<file path="config.mk">
export PLATFORM = sky130hd
export DESIGN_NAME = lab3_traffic_light
export DESIGN_NICKNAME = d
export VERILOG_FILES = /design/src/rtl/lab3_pkg.sv /design/src/rtl/lab3_btn_cond.sv /design/src/rtl/lab3_traffic_light.sv
export SDC_FILE = /design/constraint.sdc
export NUM_CORES = 1
export LEC_CHECK = 0
export BUFFER_PORTS_ARGS = -buffer_cell sky130_fd_sc_hd__clkbuf_2
export CAP_MARGIN = 0
export CORE_MARGIN = 2
export CORE_UTILIZATION = 53
export DETAILED_ROUTE_END_ITERATION = 7
export PLACE_DENSITY = 0.75
export SETUP_SLACK_MARGIN = 0.2
export SLEW_MARGIN = 20
export SYNTH_ARGS = -nofsm -noshare
export SYNTH_HDL_FRONTEND = slang
export SYNTH_SLANG_ARGS = --single-unit
export TNS_END_PERCENT = 1
</file>
<file path="constraint.sdc">
create_clock -name sys_clkp -period 4.2 [get_ports sys_clkp]
set_input_delay 0.63 -clock sys_clkp [delete_from_list [all_inputs] [get_ports sys_clkp]]
set_output_delay 0.63 -clock sys_clkp [all_outputs]
set_load 0.005 [all_outputs]
</file>
<file path="src/rtl/lab3_pkg.sv">
// Shared types and constants for the lab3 traffic-light controller:
// phase enum, LED bit positions, lamp codes and the phase-timer width.
package lab3_pkg;

  localparam int TMR_W = 16;

  typedef enum logic [2:0] {
    MG,
    MY,
    AR1,
    SG,
    SY,
    AR2
  } state_e;

  localparam int LED_MAIN_G = 0;
  localparam int LED_MAIN_Y = 1;
  localparam int LED_MAIN_R = 2;
  localparam int LED_SIDE_G = 3;
  localparam int LED_SIDE_Y = 4;
  localparam int LED_SIDE_R = 5;
  localparam int LED_WALK   = 6;
  localparam int LED_REQ    = 7;

  localparam logic [7:0] LAMP_MG = 8'((1 << LED_MAIN_G) | (1 << LED_SIDE_R));
  localparam logic [7:0] LAMP_MY = 8'((1 << LED_MAIN_Y) | (1 << LED_SIDE_R));
  localparam logic [7:0] LAMP_AR = 8'((1 << LED_MAIN_R) | (1 << LED_SIDE_R));
  localparam logic [7:0] LAMP_SG = 8'((1 << LED_SIDE_G) | (1 << LED_MAIN_R));
  localparam logic [7:0] LAMP_SY = 8'((1 << LED_SIDE_Y) | (1 << LED_MAIN_R));

  function automatic state_e next_state(input state_e s);
    case (s)
      MG:      next_state = MY;
      MY:      next_state = AR1;
      AR1:     next_state = SG;
      SG:      next_state = SY;
      SY:      next_state = AR2;
      default: next_state = MG;
    endcase
  endfunction

  function automatic logic [7:0] lamp_code(input state_e s);
    case (s)
      MG:      lamp_code = LAMP_MG;
      MY:      lamp_code = LAMP_MY;
      SG:      lamp_code = LAMP_SG;
      SY:      lamp_code = LAMP_SY;
      default: lamp_code = LAMP_AR;
    endcase
  endfunction

endpackage

</file>
<file path="src/rtl/lab3_btn_cond.sv">
// Pedestrian button conditioning: 2-flop synchronizer, optional debouncer
// (enabled by LAB3_BTN_DEBOUNCE_EN) and a one-cycle rising-edge pulse.
module lab3_btn_cond
  import lab3_pkg::*;
#(
  parameter int unsigned DEBOUNCE_CYC = 4
) (
  input  logic clk_i,
  input  logic rst_ni,
  input  logic btn_i,
  output logic rise_o
);

  logic sync1_q;
  logic btn_s_q;
  logic lvl;
  logic lvl_prev_q;

  always_ff @(posedge clk_i or negedge rst_ni) begin
    if (!rst_ni) begin
      sync1_q <= 1'b0;
      btn_s_q <= 1'b0;
    end else begin
      sync1_q <= btn_i;
      btn_s_q <= sync1_q;
    end
  end

`ifdef LAB3_BTN_DEBOUNCE_EN
  localparam logic [TMR_W-1:0] DB_LAST = TMR_W'(DEBOUNCE_CYC - 1);

  logic             lvl_q;
  logic [TMR_W-1:0] db_cnt_q;

  // The counter tracks how long btn_s has disagreed with the accepted level;
  // any return to agreement restarts the count, so short glitches never land.
  always_ff @(posedge clk_i or negedge rst_ni) begin
    if (!rst_ni) begin
      lvl_q    <= 1'b0;
      db_cnt_q <= '0;
    end else if (btn_s_q != lvl_q) begin
      if (db_cnt_q == DB_LAST) begin
        lvl_q    <= btn_s_q;
        db_cnt_q <= '0;
      end else begin
        db_cnt_q <= db_cnt_q + TMR_W'(1);
      end
    end else begin
      db_cnt_q <= '0;
    end
  end

  assign lvl = lvl_q;
`else
  localparam int unsigned unused_debounce_cyc = DEBOUNCE_CYC;

  assign lvl = btn_s_q;
`endif

  always_ff @(posedge clk_i or negedge rst_ni) begin
    if (!rst_ni) begin
      lvl_prev_q <= 1'b0;
    end else begin
      lvl_prev_q <= lvl;
    end
  end

  assign rise_o = lvl & ~lvl_prev_q;

endmodule

</file>
<file path="src/rtl/lab3_traffic_light.sv">
// Two-road traffic-light controller with pedestrian request and WALK lamp.
// Define LAB3_BTN_DEBOUNCE_EN to debounce the button before edge detection.
module lab3_traffic_light
  import lab3_pkg::*;
#(
  parameter int unsigned MAIN_GREEN_CYC = 40,
  parameter int unsigned MIN_GREEN_CYC  = 8,
  parameter int unsigned SIDE_GREEN_CYC = 20,
  parameter int unsigned YELLOW_CYC     = 6,
  parameter int unsigned ALL_RED_CYC    = 2,
  parameter int unsigned DEBOUNCE_CYC   = 4
) (
  input  logic       sys_clkp,
  input  logic       sys_clkn,
  input  logic       sys_rst_n,
  input  logic       button,
  output logic [7:0] led
);

  // Timer value at or below which MIN_GREEN_CYC cycles of MG have elapsed.
  localparam logic [TMR_W-1:0] MG_CUT = (MIN_GREEN_CYC >= MAIN_GREEN_CYC) ?
                                        '0 : TMR_W'(MAIN_GREEN_CYC - MIN_GREEN_CYC);

  state_e           state_q, state_d;
  logic [TMR_W-1:0] timer_q, timer_d;
  logic             req_q, req_d;
  logic             walk_q, walk_d;
  logic [7:0]       led_q, led_d;
  logic             advance;
  logic             btn_rise;
  logic             unused_clkn;

  assign unused_clkn = sys_clkn;

  function automatic logic [TMR_W-1:0] dwell_load(input state_e s);
    case (s)
      MG:      dwell_load = TMR_W'(MAIN_GREEN_CYC - 1);
      MY, SY:  dwell_load = TMR_W'(YELLOW_CYC - 1);
      SG:      dwell_load = TMR_W'(SIDE_GREEN_CYC - 1);
      default: dwell_load = TMR_W'(ALL_RED_CYC - 1);
    endcase
  endfunction

  lab3_btn_cond #(
    .DEBOUNCE_CYC(DEBOUNCE_CYC)
  ) u_btn_cond (
    .clk_i  (sys_clkp),
    .rst_ni (sys_rst_n),
    .btn_i  (button),
    .rise_o (btn_rise)
  );

  always_comb begin
    state_d = state_q;
    timer_d = timer_q - TMR_W'(1);
    req_d   = req_q;
    walk_d  = walk_q;
    advance = (timer_q == '0);
    if (state_q == MG && req_q && timer_q <= MG_CUT) begin
      advance = 1'b1;
    end

    if (advance) begin
      state_d = next_state(state_q);
      timer_d = dwell_load(state_d);
      if (state_d == SG) begin
        walk_d = req_q;
        req_d  = 1'b0;
      end else if (state_q == SG) begin
        walk_d = 1'b0;
      end
    end

    // A new press beats the SG-entry clear so it is never lost.
    if (btn_rise) begin
      req_d = 1'b1;
    end

    // The LED register is loaded from next-state values so lamps change on
    // the same edge as the phase and request flags.
    led_d           = lamp_code(state_d);
    led_d[LED_WALK] = led_d[LED_WALK] | walk_d;
    led_d[LED_REQ]  = led_d[LED_REQ] | req_d;
  end

  always_ff @(posedge sys_clkp or negedge sys_rst_n) begin
    if (!sys_rst_n) begin
      state_q <= AR2;
      timer_q <= TMR_W'(ALL_RED_CYC - 1);
      req_q   <= 1'b0;
      walk_q  <= 1'b0;
      led_q   <= LAMP_AR;
    end else begin
      state_q <= state_d;
      timer_q <= timer_d;
      req_q   <= req_d;
      walk_q  <= walk_d;
      led_q   <= led_d;
    end
  end

  assign led = led_q;

endmodule

</file>
-- Yosys cells after proc, flatten, opt, wreduce, memory -nomap -nowiden
Cells that the tools add are included.
- register bits: 32
- latch bits: 0
- RAM bits: 0
- bits in read-only memories: 0
- bits of input ports: 4
- memories: 0
- $add $sub $neg: 1
- multiply operators: 0
- div/mod/pow operators: 0
- $lt $le $gt $ge: 1
- eq/ne operators: 10
- shift operators: 0
- multiplexer cells: 13
- bitwise operators: 4
- reductions and logical operators: 7
- operators with widths (operator ; number):
    $pmux 6 s4 ; 1
    $pmux 6 s3 ; 1
    $le 16x6->1 const B ; 1
    $logic_not 16->1 ; 1
    $mux 16 ; 1
    $sub 16x1->16 const B ; 1
    $pmux 3 s5 ; 1
    $eq 3x2->1 const B ; 4
    $eq 3x1->1 const B ; 3
    $eq 3x3->1 const B ; 3
    $logic_not 3->1 ; 3
    $mux 1 ; 7
    $mux 3 ; 2
    $logic_and 1x1->1 ; 2
    $or 1x1->1 const A ; 2
    $reduce_or 2->1 ; 1
    $and 1x1->1 ; 1
    $not 1->1 ; 1

-- Longest topological paths before layout
- word-level depth: 10
- gate-level depth with buffers: 8
- gate-level depth less buffers: 7

-- By module
Synthesis repeated with hierarchy kept, for this count alone.
- cell total of the unflattened synthesis: 131
- area total of the unflattened synthesis: 1441.4 um2
- by module, submodules not included (module ; instances ; cells an instance ; area an instance (um2)):
    lab3_traffic_light ; 1 ; 127 ; 1352.5
    lab3_btn_cond ; 1 ; 4 ; 88.8

-- Worst setup path after synthesis
Ideal clock, no wire load.
- path kind: register -> register
- start: register timer_q[6]
- end: register timer_q[11]
- setup time: 0.120 ns
- arrival time: 1.577 ns
- slack: 2.503 ns
- cell stages (with the launch flop): 6
- buffers on the path: 0
- cells stage by stage: dfrtp_1 -> or4_4 -> nor4_4 -> and2b_1 -> xnor2_1 -> nor2_2
- longest elaborated chain between the ends: 4
- elaborated cells on any way between the ends: 6
- those cells by class: 1 x add/sub; 1 x order compare; 2 x mux; 2 x reduce/logical
- ends and longest elaborated chain (what ; line ; RTL):
    from (decl) ; lab3_traffic_light.sv:25 ; logic [TMR_W-1:0] timer_q, timer_d;
    from (signal assigned) ; lab3_traffic_light.sv:89 ; timer_q <= TMR_W'(ALL_RED_CYC - 1);
    from (signal assigned) ; lab3_traffic_light.sv:95 ; timer_q <= timer_d;
    $le 16x6->1 ; lab3_traffic_light.sv:59 ; if (state_q == MG && req_q && timer_q <= MG_CUT) begin
    $logic_and 1x1->1 ; lab3_traffic_light.sv:59 ;
    $mux 1 ; lab3_traffic_light.sv:59 ;
    $mux 16 (*) ; lab3_traffic_light.sv:63 ; if (advance) begin
    named net timer_d[11] ; lab3_traffic_light.sv:25 ;
Mark *: on every way through the listed nets, which the timed path passes. The rest lies on a longest branch.

-- Final worst setup path
- start: register timer_q[11]
- end: register timer_q[5]
- longest elaborated chain between the ends: 4
- elaborated cells on any way between the ends: 5
- those cells by class: 1 x order compare; 2 x mux; 2 x reduce/logical
- ends and longest elaborated chain (what ; line):
    $le 16x6->1 ; lab3_traffic_light.sv:59
    $logic_and 1x1->1 ; lab3_traffic_light.sv:59
    $mux 1 (*) ; lab3_traffic_light.sv:59
    $mux 16 (*) ; lab3_traffic_light.sv:63
    named net timer_d[5] ; lab3_traffic_light.sv:25
Marked as above.

==> metrics.cfg <==
[synthesis]
synth_warnings=0
synth_mux_area_share_pct=1.39
synth-seq-cells=30
synth-compound-area-share_pct=9.80
synthCells=137
avgSynthCellArea_sq_um=10.5
synth_top_family_by_area=simple AND/OR/NAND/NOR gates
synth_xor_area_share_pct=8.50
synth_fp_nets=143
synth-adder-area-share_pct=1.73
synthSimpleGateAreaFrac_pct=21.5
synth_area_sq_um=1440
seq_area_frac_synth_pct=52.5
ys_types=36

[global_routing]
grt_pass1_vias=942
grtUsageTotal_pct=18.0
grt_pass1_wl_um=4290
antenna_found_initial=0
overflow=0
grt_max_degree=31

[sta]
finalHoldViolations=0
fin_worst_skew_ns=0.00881
setup_viol=0
finalCritPeriodShare_pct=50.1
tightest_slew_ns=0.712
setup-tns-final_ns=0
slew_violations=0
fmax_mhz=475
slew_headroom_pct=52.5
rsz0062_at_grt=false
min_period_ns=2.10

[routing]
drc=0
drt_wl_total_um=2340
dr.pass1.iters=4
wl_per_cell_um=13.2
dr_total_vias=982
viasPerCell=5.55
ant_nets=0
drt_iter0_drc=29

[power_and_ir_drop]
finalPower_uw=476
powerDensity_nw_per_um2=306
leakage_uw=0.000722
peakVddDrop_mv=0.274

[clock_network]
cts_tree=yes
numCtsBuffers=5
h-tree-depth=2
post_cts_buffers=0
cts.repair.resized=0
clk_latency_ns=0.32
cts_buffer_depth=2
clock_sink_count=30
path_clk_slew_ns=0.09
hold_buffers=0
clockRootBuffer=clkbuf_4

[critical_path]
slowest_stage=nor4_1
end_kind=flop
slowest_delay_ns=0.45
worstPathCellList=nor4_1 -> nand2_1 -> a21oi_2 -> buf_4 -> nand3_1 -> o21ai_0
reg2reg_depth=6
cp_data_required_time_ns=4.45
crit_type=reg2reg
cp_data_arrival_time_ns=2.35
crit_fanout=19
crit_path_start_kind=flop

[layout]
n_antenna_cell=0
drive_gt1_share_pct=21.8
multi_input_area_sq_um=623
fin_nets=152
fillers=227
area_delta_synth_final_pct=7.72
seqCellArea_sq_um=757

[die]
die_area_sq_um=3160
core_sq_um=2520
start_util_pct=57.2
dieHeight_um=56.2
fp-row-count=18
dieWidth_um=56.2
boundaryPins=12

[place]
port_buffers=10
place_hpwl_um=1630
gp_congestion=0.788

[run_status]
status=complete, no violations

[worst_hold_path]
hp-class=in2async

[job]
cap_violations=0

## flip-flops by register name (all words and copies together) (netlist names)
signal,cells
timer_q,16
u_btn_cond.lvl_prev_q,1
u_btn_cond.sync1_q,1
led,8
state_q,3
u_btn_cond.btn_s_q,1
## stage by stage
| step | utilization [%] | area (sq um) | cells | hold WS (ns) | setup slack [ns] |
|---|---|---|---|---|---|
| floorplan | - | 1440 | 137 | 0.331 | 2.50 |
| global placement | 59.2 | 1490 | 169 | 0.344 | 2.09 |
| detailed placement | 59.2 | 1490 | 169 | 0.341 | 2.09 |
| CTS | 61.6 | 1550 | 177 | 0.356 | 2.09 |
| global route | 61.6 | 1550 | 177 | 0.380 | 1.83 |
| finish | 61.6 | 1550 | 177 | 0.339 | 2.10 |
## worst max-delay path: cells and delay by family (launching register included)
| kind | cells | cell delay [ns] |
|---|---|---|
| DFF | 1 | 0.42 |
| buffers and inverters | 1 | 0.33 |
| and+or+nand+nor | 3 | 0.76 |
| AOI/OAI and AO/OA | 2 | 0.52 |
## routing by layer
layer | global-route usage, % | up-vias | part of all wire, %
met4 | 8.16 | 0 | 1.1
li1 | - | 488 | -
met1 | 22.8 | 474 | 47
met5 | 0 | - | 0
met2 | 27.1 | 18 | 47
met3 | 6.98 | 2 | 5.1
## logic make-up after synthesis
kind of cell | Yosys count
simple gates | 52
fa+ha+maj | 2
xor+xnor | 14
compound gates | 23
flops | 30
buf+inv | 14
mux | 2
## cells in the mapped netlist (all sizes together)
cell type	n	share of area, %
a22o	1	0.61
xor2	7	4.2
a21boi	1	0.52
or4	2	1.6
nor4	5	3.2
or3	1	0.43
a41o	1	0.69
xnor2	7	4.2
nor4b	3	2.9
clkbuf	4	1.0
o31a	1	0.69
inv	5	1.3
o21ai	11	3.8
and2b	1	0.52
nor3b	1	0.52
a21oi	4	1.4
nand2b	2	0.87
nand3b	3	1.6
o31ai	2	1.0
o211ai	1	0.52
nand2	9	2.3
ha	2	1.7
nor2b	1	0.43
dfstp	5	9.1
nor3	2	0.69
nor2	18	5.0
dfrtp	25	43
or2	1	0.43
mux2i	2	1.4
buf	5	2.3
o21a	1	0.52
nand3	3	1.0
## cells in the final DEF (no fill, tap or decap), drive strengths merged, types with 5 or more instances in the layout
| master | instances |
|---|---|
| dfstp | 5 |
| xnor2 | 7 |
| nand2 | 9 |
| clkbuf | 17 |
| o21ai | 11 |
| nor4 | 5 |
| nor2 | 18 |
| dfrtp | 25 |
| xor2 | 7 |
| inv | 5 |
## report_power, final
part	switching, uW	total, uW	internal, uW
registers	0.923	292	291
logic	6.49	8.07	1.58
clock network	94.9	176	81.0
## worst paths after layout
kind                                    startpoint            endpoint  slack (ns)
worst min register to register  u_btn_cond.sync1_q  u_btn_cond.btn_s_q        0.36
max in group asynchronous                sys_rst_n          timer_q[7]        3.40
min in group sys_clkp           u_btn_cond.sync1_q  u_btn_cond.btn_s_q        0.36
worst min-delay path                     sys_rst_n         timer_q[12]        0.34
worst max-delay path                   timer_q[11]          timer_q[5]        2.10
worst max register to register         timer_q[11]          timer_q[5]        2.10
## layout make-up
| cell class | count | area share, % |
|---|---|---|
| clock buffers | 7 | 3.54 |
| clock inverters | 1 | 0.322 |
| inverters | 5 | 1.21 |
| multi-input cells | 93 | 40.1 |
| flip-flops and latches | 30 | 48.7 |
| well taps | 30 | 2.42 |
| repair buffers | 11 | 3.70 |
No activity file was read; power rests on OpenSTA's default activity.
